--- config.mk ---
export PLATFORM = sky130hd
export DESIGN_NAME = hit_scorer
export DESIGN_NICKNAME = d
export VERILOG_FILES = /design/src/rtl/wam_pkg.sv /design/src/rtl/rise_fall_detect.sv /design/src/rtl/hit_scorer.sv
export SDC_FILE = /design/constraint.sdc
export NUM_CORES = 1
export LEC_CHECK = 0
export BUFFER_PORTS_ARGS = -buffer_cell sky130_fd_sc_hd__buf_2
export CAP_MARGIN = 20
export CORE_ASPECT_RATIO = 1.4
export CORE_MARGIN = 1
export CORE_UTILIZATION = 48
export CTS_BUF_LIST = sky130_fd_sc_hd__clkbuf_4
export CTS_CLUSTER_SIZE = 14
export DETAILED_ROUTE_END_ITERATION = 16
export PLACE_DENSITY = 0.83
export RECOVER_POWER = 100
export SLEW_MARGIN = 20
export SYNTH_ARGS = -nofsm -noshare
export SYNTH_HDL_FRONTEND = slang
export SYNTH_SLANG_ARGS = --single-unit
--- constraint.sdc ---
create_clock -name clk -period 1.7 [get_ports clk]
set_clock_uncertainty 0.1 [all_clocks]
set_input_delay 0 -clock clk [delete_from_list [all_inputs] [get_ports clk]]
set_output_delay 0 -clock clk [all_outputs]
set_load 0.01 [all_outputs]
--- src/rtl/wam_pkg.sv ---
// Shared constants and FSM encoding for the whack-a-mole scoring slice.
package wam_pkg;

    localparam int NUM_KEYS  = 9;
    localparam int CNT_W_DEF = 6;
    localparam int CNT_MAX   = (1 << CNT_W_DEF) - 1;

    typedef enum logic [1:0] {
        ST_IDLE     = 2'd0,
        ST_ARMED    = 2'd1,
        ST_CREDITED = 2'd2
    } state_e;

endpackage

--- src/rtl/rise_fall_detect.sv ---
// One-bit history register producing single-cycle rise/fall strobes of din.
module rise_fall_detect (
    input  logic clk,
    input  logic reset,
    input  logic din,
    output logic rise,
    output logic fall
);

    logic hist_d;
    logic hist_q;

    always_comb begin
        hist_d = din;
        rise   = din & ~hist_q;
        fall   = ~din & hist_q;
    end

    always_ff @(posedge clk) begin
        if (reset) begin
            hist_q <= 1'b0;
        end else begin
            hist_q <= hist_d;
        end
    end

endmodule

--- src/rtl/hit_scorer.sv ---
// Pairs lit lights with keypad presses: credits one hit per light, counts
// misses and wrong presses, and tracks lives for lives mode.
module hit_scorer #(
    parameter int NUM_KEYS = wam_pkg::NUM_KEYS,
    parameter int CNT_W    = wam_pkg::CNT_W_DEF,
    parameter int LIVES    = 3
) (
    input  logic             clk,
    input  logic             reset,
    input  logic             enable,
    input  logic             lives_mode,
    input  logic             light_on,
    input  logic [3:0]       light_pos,
    input  logic             key_valid,
    input  logic [3:0]       key,
    output logic [CNT_W-1:0] score,
    output logic [CNT_W-1:0] misses,
    output logic [CNT_W-1:0] wrong_presses,
    output logic [1:0]       lives_left,
    output logic             hit_pulse,
    output logic             miss_pulse,
    output logic             out_of_lives
);

    import wam_pkg::*;

    localparam logic [3:0]       KEY_LIMIT  = 4'(NUM_KEYS);
    localparam logic [1:0]       LIVES_INIT = 2'(LIVES);
    localparam logic [CNT_W-1:0] CNT_SAT    = '1;

    logic press;
    logic unlit;
    logic unused_key_release;
    logic unused_light_rise;

    rise_fall_detect u_key_edge (
        .clk   (clk),
        .reset (reset),
        .din   (key_valid),
        .rise  (press),
        .fall  (unused_key_release)
    );

    rise_fall_detect u_light_edge (
        .clk   (clk),
        .reset (reset),
        .din   (light_on),
        .rise  (unused_light_rise),
        .fall  (unlit)
    );

    state_e           state_d, state_q;
    logic [CNT_W-1:0] score_d, score_q;
    logic [CNT_W-1:0] misses_d, misses_q;
    logic [CNT_W-1:0] wrong_d, wrong_q;
    logic [1:0]       lives_d, lives_q;
    logic             hit_pulse_d, hit_pulse_q;
    logic             miss_pulse_d, miss_pulse_q;
    logic             ool_d, ool_q;

    logic active;
    logic match;
    logic hit;
    logic wrong;
    logic miss;
    logic penalty;

    always_comb begin
        active  = enable & ~ool_q;
        match   = (state_q == ST_ARMED) & light_on & (key < KEY_LIMIT) & (key == light_pos);
        hit     = active & press & match;
        wrong   = active & press & ~match;
        miss    = active & (state_q == ST_ARMED) & unlit;
        penalty = miss | wrong;
    end

    always_comb begin
        state_d      = state_q;
        score_d      = score_q;
        misses_d     = misses_q;
        wrong_d      = wrong_q;
        lives_d      = lives_q;
        ool_d        = ool_q;
        hit_pulse_d  = hit;
        miss_pulse_d = penalty;

        if (!active) begin
            state_d = ST_IDLE;
        end else begin
            case (state_q)
                ST_IDLE:     if (light_on) state_d = ST_ARMED;
                ST_ARMED: begin
                    if (hit) begin
                        state_d = ST_CREDITED;
                    end else if (unlit) begin
                        state_d = ST_IDLE;
                    end
                end
                ST_CREDITED: if (unlit) state_d = ST_IDLE;
                default:     state_d = ST_IDLE;
            endcase
        end

        if (hit && score_q != CNT_SAT) begin
            score_d = score_q + CNT_W'(1);
        end
        if (miss && misses_q != CNT_SAT) begin
            misses_d = misses_q + CNT_W'(1);
        end
        if (wrong && wrong_q != CNT_SAT) begin
            wrong_d = wrong_q + CNT_W'(1);
        end

        // A simultaneous miss and wrong press costs a single life.
        if (penalty && lives_mode && lives_q != 2'd0) begin
            lives_d = lives_q - 2'd1;
            if (lives_q == 2'd1) begin
                ool_d = 1'b1;
            end
        end
    end

    always_ff @(posedge clk) begin
        if (reset) begin
            state_q      <= ST_IDLE;
            score_q      <= '0;
            misses_q     <= '0;
            wrong_q      <= '0;
            lives_q      <= LIVES_INIT;
            hit_pulse_q  <= 1'b0;
            miss_pulse_q <= 1'b0;
            ool_q        <= 1'b0;
        end else begin
            state_q      <= state_d;
            score_q      <= score_d;
            misses_q     <= misses_d;
            wrong_q      <= wrong_d;
            lives_q      <= lives_d;
            hit_pulse_q  <= hit_pulse_d;
            miss_pulse_q <= miss_pulse_d;
            ool_q        <= ool_d;
        end
    end

    always_comb begin
        score         = score_q;
        misses        = misses_q;
        wrong_presses = wrong_q;
        lives_left    = lives_q;
        hit_pulse     = hit_pulse_q;
        miss_pulse    = miss_pulse_q;
        out_of_lives  = ool_q;
    end

endmodule

* Yosys cells after proc, flatten, opt, wreduce, memory -nomap -nowiden
Index checks and enable logic that the tools add are counted.
** Cells by class
- $add $sub $neg :: 4
- Magnitude comparators :: 1
- Equality and inequality tests :: 8
- Multiplexer cells :: 4
- Bitwise logic cells :: 17
- Reduce and logical (&&, ||, !) cells :: 9
** Operator list (count)
- $add A6 B1 Y6 const B :: 3
- $ne A6 B6 Y1 const B :: 3
- $and A1 B1 Y1 :: 11
- $mux W2 :: 3
- $pmux W2 S3 :: 1
- $logic_and A1 B1 Y1 :: 5
- $not A1 Y1 :: 5
- $eq A2 B1 Y1 const B :: 2
- $eq A4 B4 Y1 :: 1
- $lt A4 B4 Y1 const B :: 1
- $eq A2 B2 Y1 const B :: 1
- $logic_not A2 Y1 :: 1
- $ne A2 B2 Y1 const B :: 1
- $reduce_and A2 Y1 :: 1
- $reduce_bool A2 Y1 :: 1
- $reduce_or A2 Y1 :: 1
- $sub A2 B1 Y2 const B :: 1
- $or A1 B1 Y1 :: 1
** Storage, ports and cells
- Register bits :: 27
- Input bits :: 14
- Output and inout port bits :: 23

* Depth between registers and ports, before layout
Gate-level depths: netlist (run 1).
- Word-level depth :: 10
- Mapped depth :: 6
- Depth with buffers taken out :: 6

* Hierarchy
Synthesis (run 1) repeated with hierarchy kept, for this count alone.
** Unflattened totals
- Cell total of the unflattened synthesis :: 167
- Area, all modules :: 1495.2 um^2
** By module, submodules not included
- hit_scorer :: instances 1, cells an instance 159, area an instance 1417.6 um^2, seq. area each 500.5 um^2
- rise_fall_detect :: instances 2, cells an instance 4, area an instance 38.8 um^2, seq. area each 20.0 um^2

* Worst setup path before layout (run 1)
No wires, ideal clock.
- Kind :: reg2reg
- From :: register score_q[0] (netlist: score[0])
- To :: register score_q[5] (netlist: score[5])
- Library setup time :: 0.115 ns
- Arrival time :: 1.518 ns
- Required time :: 1.485 ns
- Setup slack :: -0.032 ns
- Cell stages (with the launch flop) :: 7
- Clock period less this slack :: 1.732 ns
- Cell sequence :: dfxtp_1 ha_1 and3_2 nand3_1 o2111ai_4 o31a_1 o21a_1
** On the way
- Cells in the longest elaborated chain, start to end :: 2
- Elaborated cells between the ends (all ways) :: 3
- Classes of those cells :: add/sub: 1; eq/ne: 1; reduce/logical: 1
** RTL lines
- start: declaration :: RTL line hit_scorer.sv:53 : logic [CNT_W-1:0] score_d, score_q;
- start signal: assignment :: RTL line hit_scorer.sv:135 : score_q <= score_d;
- branches (longest 2 deep; another with $add A6 B1 Y6)
Parallel ways; which one is timed is not known.
A chain may end at the register's enable or synchronous reset.

* Final worst setup path (run 1)
- From :: register state_q[1]
- To :: register score_q[2] (netlist: score[2])
** On the way
- Cells in the longest elaborated chain, start to end :: 6
** RTL lines
- start: declaration :: RTL line hit_scorer.sv:52 : state_e state_d, state_q;
- start signal: assignment :: RTL line hit_scorer.sv:134 : state_q <= state_d;
- $eq A2 B1 Y1 :: RTL line hit_scorer.sv:70 : match = (state_q == ST_ARMED) & light_on & (key < KEY_LIMIT) & (key == light_pos);
- $and A1 B1 Y1 (3 in series) :: RTL line hit_scorer.sv:70
- $and A1 B1 Y1 :: RTL line hit_scorer.sv:71 : hit = active & press & match;
- $logic_and A1 B1 Y1 :: RTL line hit_scorer.sv:104 : if (hit && score_q != CNT_SAT) begin
No other way between the ends.

==> impl_results.md, run 1 <==
- DRC: 0
- Cts bufs inserted: 3
- Count of final hold-check violations: 0
- Via count of the first global-routing pass: 1275
- Die width: 46.9 um
- Final Cycle Share: 105%
- Summed negative setup slack over all endpoints: -0.275 ns
- Post-synth EDFFs: 0
- Violations in the final reports: setup timing
- CTS tree: done
- Achievable frequency: 561 MHz
- Number of antenna cells inserted: 0
- Type of the worst min-delay path: in -> reg
- Initial core utilization: 51.4%
- Power Total: 1.13 mW
- Final number of max-transition violations: 0
- Outcome: finished with violations
- Post-Syn Nets: 170
- Slew at the pin closest to its max-slew limit: 0.466 ns
- Worst-case hold path end point: miss_pulse
- Source-to-sink clock delay at the later pin of the worst-skew pair: 0.33 ns
- Routed vias/inst: 5.31
- Final antenna-violating net count: 0
- P_leak: 0.824 nW
- Die footprint: 3050 um2
- Final WS setup: -0.0828 ns
- Number of I/O port buffers: 36
- Initial antenna violation count: 0
- CTS Root Cell: sky130_fd_sc_hd__clkbuf_4
- Avg WL per Cell: 13.5 um
- # clock sinks: 27
- Peak VDD IR: 0.475 mV
- Area of the core: 2640 um2
- Power density over the cells: 595 nW/um2
- RR Endpoint: score[2]
- Pin count of the biggest net entering global routing: 16
- Summed instance area of the synthesized netlist: 1360 um2
- Path type of the worst setup path: reg -> reg
- H-tree levels: 1
- GRT Residual Overflow: 0
- Number of ports placed on the die boundary: 37
- Synthesis Warnings: 0
- Chip height: 64.9 um
- Total number of nets in the final design: 230
- Worst min-delay path startpoint: enable
- First drt pass iteration count: 4
- Crit path required time: 1.82 ns
- R2R Path Start: state_q[1]
- Instance count along the most critical hold path: 5
- Fraction of final layout cells with drive strength greater than 1: 41.9%
- Area growth syn-to-layout: 39.4%
- Setup repair after global routing missed its margin: true
- Async set-or-reset flop fraction in the synthesized netlist: 0%
- Number of rows created at floorplan: 22
- Rel. slew slack: 68.5%
- Worst path arrival time: 1.90 ns
- Final setup violation count: 7
- Slack of the worst reg-to-reg path: -0.08 ns
- Top fanout value on the critical path: 6
- CTS max path bufs: 2
- Overall routed net length: 3.31 mm
- Initial drt markers: 38
- Synth cell types: 42
- Worst reg2reg path depth: 5
- Global-route wire length before repair: 5.14 mm
- Min Clock Period, post-route: 1.78 ns
- Number of filler cells placed in the layout: 207
- Kind of end point of the critical path: flop
- Number of vias in the routed layout: 1306
- Clk slew on worst S/H paths: 0.16 ns
- Max Cap Viol: 0
- Most common flop cell mapped by yosys: sky130_fd_sc_hd__dfxtp_1
- Setup crit start kind: flop
- Number of instances in the synthesized netlist: 151
- Weighted congestion at the end of routability-driven global placement: 0.766
- Total of flip-flops plus latches after synthesis: 27
- Average cell area after synthesis: 8.99 um2
- Proportion of synthesized chip area in sequential cells: 39.8%
- HPWL Detailed: 2.39 mm
- Overall track demand over capacity in global routing: 22.4%
- Utilization after layout: 71.6%
[routing by layer]
| layer | share of wire, % | GRT usage, % | vias to the layer above | wire length, um |
|---|---|---|---|---|
| met3 | 2.1 | 3.06 | 4 | 71 |
| li1 | - | - | 662 | - |
| met4 | 0.82 | 7.50 | 0 | 27 |
| met5 | 0 | 0 | - | 0 |
| met2 | 54 | 40.6 | 28 | 1800 |
| met1 | 43 | 25.3 | 612 | 1410 |
[metrics by stage]
stage / cells / instance area [um2] / hold slack, ns / worst slack [ns]
3_5_place_dp: 233 / 1670 / 0.138 / -0.0763
6_report: 246 / 1890 / 0.136 / -0.0828
3_3_place_gp: 233 / 1670 / 0.122 / 0.0268
4_1_cts: 241 / 1750 / 0.101 / -0.0128
5_1_grt: 246 / 1890 / 0.142 / -0.165
2_1_floorplan: 151 / 1360 / 0.0282 / 0.0268
[placed cells by master (no fill, tap or decap), types with 4 or more instances in the layout]
cell type,n
sky130_fd_sc_hd__o21ai_0,4
sky130_fd_sc_hd__mux2i_1,4
sky130_fd_sc_hd__a21oi_1,7
sky130_fd_sc_hd__xor2_1,6
sky130_fd_sc_hd__inv_1,7
sky130_fd_sc_hd__nand2_1,9
sky130_fd_sc_hd__buf_4,17
sky130_fd_sc_hd__dfxtp_2,7
sky130_fd_sc_hd__dlygate4sd3_1,4
sky130_fd_sc_hd__nor2_1,15
sky130_fd_sc_hd__dfxtp_1,19
sky130_fd_sc_hd__buf_2,34
sky130_fd_sc_hd__nor2b_1,4
sky130_fd_sc_hd__ha_1,4
sky130_fd_sc_hd__nand3_1,7
sky130_fd_sc_hd__or3_1,7
sky130_fd_sc_hd__clkbuf_4,4
[worst max-delay path by stage]
stage,from,end,depth (start not counted)
floorplan,score[1],score[2],6
global placement,key[0],lives_left[1],6
detailed placement,key[0],lives_left[0],6
CTS,out_of_lives,misses[5],5
global route,state_q[1],score[3],5
finish,state_q[1],score[2],5
[registers in the layout (all words and copies together), names as in the netlist]
name / cells
state_q: 2
misses: 6
u_light_edge.hist_q: 1
hit_pulse: 1
u_key_edge.hist_q: 1
wrong_presses: 6
miss_pulse: 1
out_of_lives: 1
score: 6
lives_left: 2
[timing repair]
| item | 4_1_cts | 5_1_grt |
|---|---|---|
| hold buffers | 4 | 0 |
| resized for setup | 3 | 28 |
| cloned | 0 | 0 |
| endpoints found under the hold margin | 10 | 0 |
| buffers inserted | 0 | 5 |
| setup endpoints to repair | 3 | 17 |
| pin swaps | 0 | 11 |
[synthesized netlist by cell type, types with 2 or more instances]
cell / number / area (um2)
sky130_fd_sc_hd__o31a_1: 2 / 17.5
sky130_fd_sc_hd__o21a_1: 2 / 15.0
sky130_fd_sc_hd__o311ai_0: 2 / 17.5
sky130_fd_sc_hd__inv_1: 7 / 26.3
sky130_fd_sc_hd__dfxtp_1: 27 / 541
sky130_fd_sc_hd__ha_1: 5 / 62.6
sky130_fd_sc_hd__o21ai_1: 2 / 10.0
sky130_fd_sc_hd__nor2b_1: 7 / 43.8
sky130_fd_sc_hd__nand4_1: 2 / 12.5
sky130_fd_sc_hd__nand2_1: 9 / 33.8
sky130_fd_sc_hd__nor3_1: 3 / 15.0
sky130_fd_sc_hd__a211oi_1: 2 / 15.0
sky130_fd_sc_hd__nor2_1: 15 / 56.3
sky130_fd_sc_hd__mux2i_1: 4 / 40.0
sky130_fd_sc_hd__clkbuf_1: 3 / 11.3
sky130_fd_sc_hd__nand3b_1: 2 / 15.0
sky130_fd_sc_hd__o21ai_0: 5 / 25.0
sky130_fd_sc_hd__xor2_1: 7 / 61.3
sky130_fd_sc_hd__or3_1: 7 / 43.8
sky130_fd_sc_hd__o2111ai_1: 2 / 17.5
sky130_fd_sc_hd__nand3_1: 8 / 40.0
sky130_fd_sc_hd__a21oi_1: 8 / 40.0
[area by class of cell]
class                           instances  area (um2)  share of cell area (%)
Tap cell                               36        45.0                    2.38
Multi-Input combinational cell        114         882                    46.6
Timing Repair Buffer                   58         357                    18.8
Clock buffer                            4        30.0                    1.59
Sequential cell                        27         553                    29.2
Inverter                                7        26.3                    1.39
[where the power goes]
part	switching, mW	internal, mW	total, mW
clock network	0.189	0.108	0.297
registers	0.00928	0.646	0.655
logic	0.0913	0.0833	0.175
total	0.290	0.837	1.13
[logic make-up after synthesis]
| family | count (synthesis) | share of synthesized area, % |
|---|---|---|
| AND/OR/NAND/NOR | 64 | 26.5 |
| buffers and inverters | 10 | 2.77 |
| multiplexers | 5 | 3.78 |
| XOR/XNOR | 8 | 5.16 |
| flip-flops | 27 | 39.8 |
| AO/OA/AOI/OAI | 32 | 17.3 |
| adder cells (fa/ha/maj) | 5 | 4.61 |
[critical path: stages, from the launching register on]
cell and delay [ns]:
sky130_fd_sc_hd__dfxtp_4 0.40, sky130_fd_sc_hd__nand3b_1 0.22, sky130_fd_sc_hd__nor3_4 0.28, sky130_fd_sc_hd__o2111ai_4 0.20
sky130_fd_sc_hd__nor2_1 0.17, sky130_fd_sc_hd__mux2_4 0.31
Power figures use the tool's default switching activity.
==> inputs of run 2 (changes only) <==
CORE_ASPECT_RATIO = 0.6   (was 1.4)
==> impl_results.md, run 2 (same netlist as run 1, synthesis figures left out) <==
- Cts bufs inserted: 3 (unchanged)
- DP Area: 1660 um2 (-0.75%)
- Top fanout value on the critical path: 8 (+2)
- Achievable frequency: 563 MHz (+0.37%)
- Finished Cell Area: 1860 um2 (-1.8%)
- Fraction of final layout cells with drive strength greater than 1: 33.6% (-8.3 points)
- RR Endpoint: lives_left[0]
- Violations in the final reports: DRC, setup timing
- Final WS setup: -0.0763 ns (+0.00652 ns)
- Wire length the detailed router placed on met1: 1.65 mm (+17%)
- Worst-case hold path end point: miss_pulse
- Count of final hold-check violations: 0 (unchanged)
- Setup repair after global routing missed its margin: true
- # clock sinks: 27 (unchanged)
- Die width: 70.7 um (+51%)
- Top layer reached by signal wires: met4
- Routed vias/inst: 5.89 (+11%)
- Peak VDD IR: 0.466 mV (-2.0%)
- Cells along the critical path: and4bb_2 > o31a_1 > a21oi_4 > a211o_4 > mux2i_1
- GRT Residual Overflow: 0 (unchanged)
- Min Clock Period, post-route: 1.78 ns (-0.00652 ns)
- P_leak: 0.770 nW (-6.5%)
- Weighted congestion at the end of routability-driven global placement: 0.811 (+5.9%)
- Instance count along the most critical hold path: 5 (unchanged)
- Number of rows created at floorplan: 14 (-36%)
- CTS Root Cell: sky130_fd_sc_hd__clkbuf_4
- Final number of max-transition violations: 0 (unchanged)
- CTS max path bufs: 2 (unchanged)
- Overall routed net length: 3.96 mm (+20%)
- Initial antenna violation count: 0 (unchanged)
- Setup crit start kind: flop
- Combined buffer and inverter count along the critical path: 0 (unchanged)
- Chip height: 43.2 um (-33%)
- Slack of the worst reg-to-reg path: -0.08 ns (about the same)
- DRC: 4 (+4)
- Area of the core: 2590 um2 (-1.9%)
- Number of ports placed on the die boundary: 37 (unchanged)
- Leading cell type in the layout, fill and taps excluded: sky130_fd_sc_hd__buf_2
- First drt pass iteration count: 10 (+6)
- Number of antenna cells inserted: 0 (unchanged)
- Worst path max stage delay: 0.36 ns (-0.04 ns)
- Via count of the first global-routing pass: 1264 (-0.86%)
- Die footprint: 3050 um2 (+0.13%)
- Clk slew on worst S/H paths: 0.16 ns (about the same)
- Leading cell types in the layout, fill and taps excluded: sky130_fd_sc_hd__buf_2 (23), sky130_fd_sc_hd__dfxtp_1 (19), sky130_fd_sc_hd__buf_4 (16)
- Power density over the cells: 605 nW/um2 (+1.6%)
- Outcome: finished with violations
- Worst min-delay path startpoint: enable
- Source-to-sink clock delay at the later pin of the worst-skew pair: 0.35 ns (+0.02 ns)
- Pin count of the biggest net entering global routing: 19 (+3)
- Initial core utilization: 52.4% (+0.99 points)
- Number of I/O port buffers: 36 (unchanged)
- Summed negative setup slack over all endpoints: -0.327 ns (-0.0520 ns)
- Type of the worst min-delay path: in -> reg
- Global-route wire length before repair: 5.51 mm (+7.1%)
- Avg WL per Cell: 16.3 um (+21%)
- Crit path required time: 1.83 ns (about the same)
- Slew at the pin closest to its max-slew limit: 0.483 ns (+0.0172 ns)
- Worst path top cell family by delay: compound AO/OA/AOI/OAI gates
- Length of routed met2 wiring: 1.94 mm (+7.6%)
- Slowest CP cell: sky130_fd_sc_hd__and4bb_2
- Overall track demand over capacity in global routing: 23.5% (+1.1 points)
- CTS tree: done
- Area growth syn-to-layout: 37.0%
- Met3 wire length: 279 um (+290%)
- Rel. slew slack: 67.4% (-1.2 points)
- Path type of the worst setup path: reg -> reg
- Kind of end point of the critical path: flop
- Max Cap Viol: 0 (unchanged)
- Final setup violation count: 11 (+4)
- Number of vias in the routed layout: 1432 (+9.6%)
- Final antenna-violating net count: 0 (unchanged)
- Total number of nets in the final design: 231 (+0.43%)
- HPWL Detailed: 2.37 mm (-0.89%)
- Worst reg2reg path depth: 5 (unchanged)
- R2R Path Start: u_key_edge.hist_q
- Worst path arrival time: 1.91 ns (about the same)
- H-tree levels: 1 (unchanged)
- Initial drt markers: 165 (+330%)
- Final Cycle Share: 104% (-0.38 points)
==> run 2: worst min-delay path, stage by stage <==
cell and delay, ns:
sky130_fd_sc_hd__buf_2 0.11, sky130_fd_sc_hd__nor2b_1 0.15, sky130_fd_sc_hd__nand3_1 0.10, sky130_fd_sc_hd__buf_4 0.12, sky130_fd_sc_hd__a21oi_1 0.05
==> run 2: layer usage <==
metal | vias to the layer above | track usage, %
met5 | - | 0
met4 | 0 | 7.20
met3 | 16 | 7.60
met2 | 74 | 39.0
met1 | 678 | 29.5
li1 | 664 | -
==> run 2: metrics by stage <==
stage | util [%] | power, mW | instances | hold slack, ns | setup WS, ns
6_report | 71.7 | 1.12 | 243 | 0.115 | -0.0763
5_1_grt | 71.7 | 1.16 | 243 | 0.129 | -0.130
4_1_cts | 69.1 | 1.10 | 240 | 0.0808 | -0.00916
3_5_place_dp | 63.9 | 0.804 | 228 | 0.143 | -0.0462
3_3_place_gp | 63.9 | 0.797 | 228 | 0.132 | 0.000724
2_1_floorplan | - | 0.746 | 151 | 0.0282 | 0.0268
==> run 2: power by group <==
part           internal (mW)  total (mW)  switching, mW
Clock                 0.0886       0.290          0.201
Combinational         0.0787       0.174         0.0957
Sequential             0.648       0.660         0.0124
==> run 2: worst max-delay path by stage <==
stage	start	endpoint	cells past startpoint
6_report	u_key_edge.hist_q	lives_left[0]	5
5_1_grt	state_q[1]	lives_left[0]	5
4_1_cts	misses[0]	misses[2]	6
3_5_place_dp	key[0]	lives_left[0]	6
3_3_place_gp	key[0]	lives_left[1]	6
2_1_floorplan	score[1]	score[2]	6
==> run 2: layout make-up <==
| cell class | count | area (um2) |
|---|---|---|
| Inverter | 7 | 26.3 |
| Timing Repair Buffer | 59 | 354 |
| Fill cell | 193 | 733 |
| Clock inverter | 1 | 5.00 |
| Multi-Input combinational cell | 114 | 861 |
| Tap cell | 32 | 40.0 |
| Sequential cell | 27 | 551 |
| Clock buffer | 3 | 22.5 |
==> run 2: timing repair <==
item,in CTS,in global routing
endpoints found under the hold margin,16,0
pin swaps,2,9
hold buffers,7,0
endpoints found under the setup margin,10,22
gates resized for setup,9,13
buffers inserted,1,3
==> inputs of run 3 (changes only) <==
CORE_UTILIZATION = 49   (was 48)
PLACE_DENSITY = 0.76   (was 0.83)
SYNTH_HIERARCHICAL = 1   (was not set)
==> impl_results.md, run 3 <==
- Rel. slew slack: 69.1% (+1.8 points)
- Crit path required time: 1.85 ns (+0.02 ns)
- Final Cycle Share: 102% (-2.8 points)
- Slowest CP cell: sky130_fd_sc_hd__dlygate4sd3_1
- Chip height: 44.6 um (+3.3%)
- R2R Path Start: u_light_edge/hist_q
- Violations in the final reports: setup timing
- Die footprint: 3260 um2 (+6.7%)
- Global-route wire length before repair: 7.08 mm (+29%)
- Peak VDD IR: 0.320 mV (-31%)
- Top fanout value on the critical path: 5 (-3)
- Most used routing layer in global routing: met2
- Source-to-sink clock delay at the later pin of the worst-skew pair: 0.33 ns (-0.02 ns)
- Number of I/O port buffers: 36 (unchanged)
- Average cell area after synthesis: 8.99 um2 (about the same)
- Via count of the first global-routing pass: 1508 (+19%)
- Total number of nets in the final design: 254 (+10%)
- Worst Hold Slack: 0.0943 ns (-0.0212 ns)
- Power density over the cells: 509 nW/um2 (-16%)
- Number of standard cells in the final layout excluding fillers: 276 (+14%)
- Pin count of the biggest net entering global routing: 20 (+1)
- Cts bufs inserted: 3 (unchanged)
- P_leak: 0.961 nW (+25%)
- Leading cell type in the layout, fill and taps excluded: sky130_fd_sc_hd__buf_2
- Path type of the worst setup path: in -> reg
- Critical path startpoint: light_on
- Leading cell types in the layout, fill and taps excluded: sky130_fd_sc_hd__buf_2 (33), sky130_fd_sc_hd__buf_4 (24), sky130_fd_sc_hd__dfxtp_1 (19)
- Overall track demand over capacity in global routing: 29.9% (+6.4 points)
- HPWL Detailed: 3.03 mm (+28%)
- Post-Syn Nets: 184 (+8.2%)
- Area of the core: 2870 um2 (+11%)
- DRC: 0 (-4)
- Fraction of final layout cells with drive strength greater than 1: 47.0% (+13 points)
- Worst min-delay path startpoint: lives_mode
- H-tree levels: 1 (unchanged)
- Type of the worst min-delay path: in -> reg
- Switching Power: 307 uW (-0.67%)
- Dpl ws: -0.0779 ns (-0.0317 ns)
- Setup repair after global routing missed its margin: true
- Max Cap Viol: 0 (unchanged)
- Final setup violation count: 7 (-4)
- Achievable frequency: 578 MHz (+2.7%)
- Initial core utilization: 51.6% (-0.73 points)
- Overall routed net length: 5.28 mm (+33%)
- Worst path top cell family by delay: buffers and inverters
- Cell-internal power: 827 uW (+1.4%)
- Outcome: finished with violations
- Area growth syn-to-layout: 50.4%
- Utilization after layout: 77.6% (+5.9 points)
- First drt pass iteration count: 4 (-6)
- Power Total: 1.13 mW (+0.86%)
- CTS tree: done
- Initial antenna violation count: 0 (unchanged)
- Final number of max-transition violations: 0 (unchanged)
- Number of rows created at floorplan: 15 (+1)
- Share of power burned in combinational logic: 15.8% (+0.3 points)
- Final WS setup: -0.0288 ns (+0.0475 ns)
- Clk slew on worst S/H paths: 0.15 ns (about the same)
- Worst path arrival time: 1.88 ns (-0.03 ns)
- Slack of the worst reg-to-reg path: -0.03 ns (+0.05 ns)
- GRT Residual Overflow: 0 (unchanged)
- Count of final hold-check violations: 0 (unchanged)
- Number of vias in the routed layout: 1677 (+17%)
- Weighted congestion at the end of routability-driven global placement: 0.801 (-1.3%)
- Combined buffer and inverter count along the critical path: 3 (+3)
- Routed vias/inst: 6.08 (+3.1%)
- Die width: 73.0 um (+3.3%)
- Final antenna-violating net count: 0 (unchanged)
- Setup crit start kind: input pin
- Worst path max stage delay: 0.56 ns (+0.20 ns)
- Min Clock Period, post-route: 1.73 ns (-0.0475 ns)
- Grt met1 use: 33.9% (+4.4 points)
- # clock sinks: 27 (unchanged)
- Cells along the critical path: dlygate4sd3_1 > buf_6 > nor2b_4 > nand3b_1 > buf_6 > nor3_2 > a31oi_1 > a211oi_1
- Slew at the pin closest to its max-slew limit: 0.459 ns (-0.0240 ns)
- Number of instances in the placed design: 255 (+12%)
- Initial drt markers: 208 (+26%)
- Sequential share of power: 57.1% (-1.6 points)
- Share of power burned in the clock network: 27.1% (+1.3 points)
- Summed instance area of the synthesized netlist: 1480 um2 (+9.2%)
- Kind of end point of the critical path: flop
- CTS Root Cell: sky130_fd_sc_hd__clkbuf_4
- Met2 usage in global routing: 53.0% (+14 points)
- Number of instances in the synthesized netlist: 165 (+9.3%)
- Number of antenna cells inserted: 0 (unchanged)
- Most Frequent Cell on Critical Path: sky130_fd_sc_hd__buf_6
- Number of ports placed on the die boundary: 37 (unchanged)
- Routing usage on met3: 7.97% (+0.37 points)
- Avg WL per Cell: 19.1 um (+17%)
- Switching share of total power: 27.1% (-0.42 points)
- CTS max path bufs: 2 (unchanged)
- Synthesis Warnings: 6 (+6)
## run 3: power by group through the flow
| stage | combinational, mW | sequential [mW] | clock [mW] |
|---|---|---|---|
| after CTS | 0.150 | 0.648 | 0.307 |
| final | 0.179 | 0.647 | 0.308 |
| after detailed placement | 0.126 | 0.661 | 0 |
| after floorplan | 0.0704 | 0.664 | 0 |
| after global routing | 0.190 | 0.648 | 0.332 |
| after global placement | 0.121 | 0.660 | 0 |
## run 3: layout make-up
cell class,count,area [um2]
multi-input cells,124,1090
fillers,177,642
flip-flops and latches,27,553
repair buffers,70,470
well taps,42,52.6
inverters,9,33.8
clock buffers,4,30.0
## run 3: what timing repair did
item	CTS	global route
gates resized for setup	19	37
setup endpoints to repair	15	20
pin swaps	8	10
endpoints found under the hold margin	7	0
hold buffers	5	0
setup buffers	8	4
## run 3: metrics by stage
stage	setup TNS (ns)	area, um2
2_1_floorplan	0	1480
3_3_place_gp	0	1820
3_5_place_dp	-0.295	1820
4_1_cts	-0.0320	2040
5_1_grt	-0.657	2230
6_report	-0.104	2230
## run 3: path summary, 6_finish.rpt
check	to	depth (start not counted)
worst max-delay path	misses[4]	8
worst min register to register	state_q[0]	1
worst max register to register	misses[4]	6
worst min-delay path	lives_left[1]	5
## run 3: worst register-to-register path: stages, from the launching register on
cell	delay, ns
sky130_fd_sc_hd__dfxtp_1	0.34
sky130_fd_sc_hd__nor2b_4	0.17
sky130_fd_sc_hd__nand3b_1	0.19
sky130_fd_sc_hd__buf_6	0.19
sky130_fd_sc_hd__nor3_2	0.22
sky130_fd_sc_hd__a31oi_1	0.15
sky130_fd_sc_hd__a211oi_1	0.27
## run 3: layer usage
layer	vias to the layer above	part of all wire, %
met5	-	0
met1	789	38
li1	733	-
met2	119	47
met3	36	8.9
met4	0	5.6
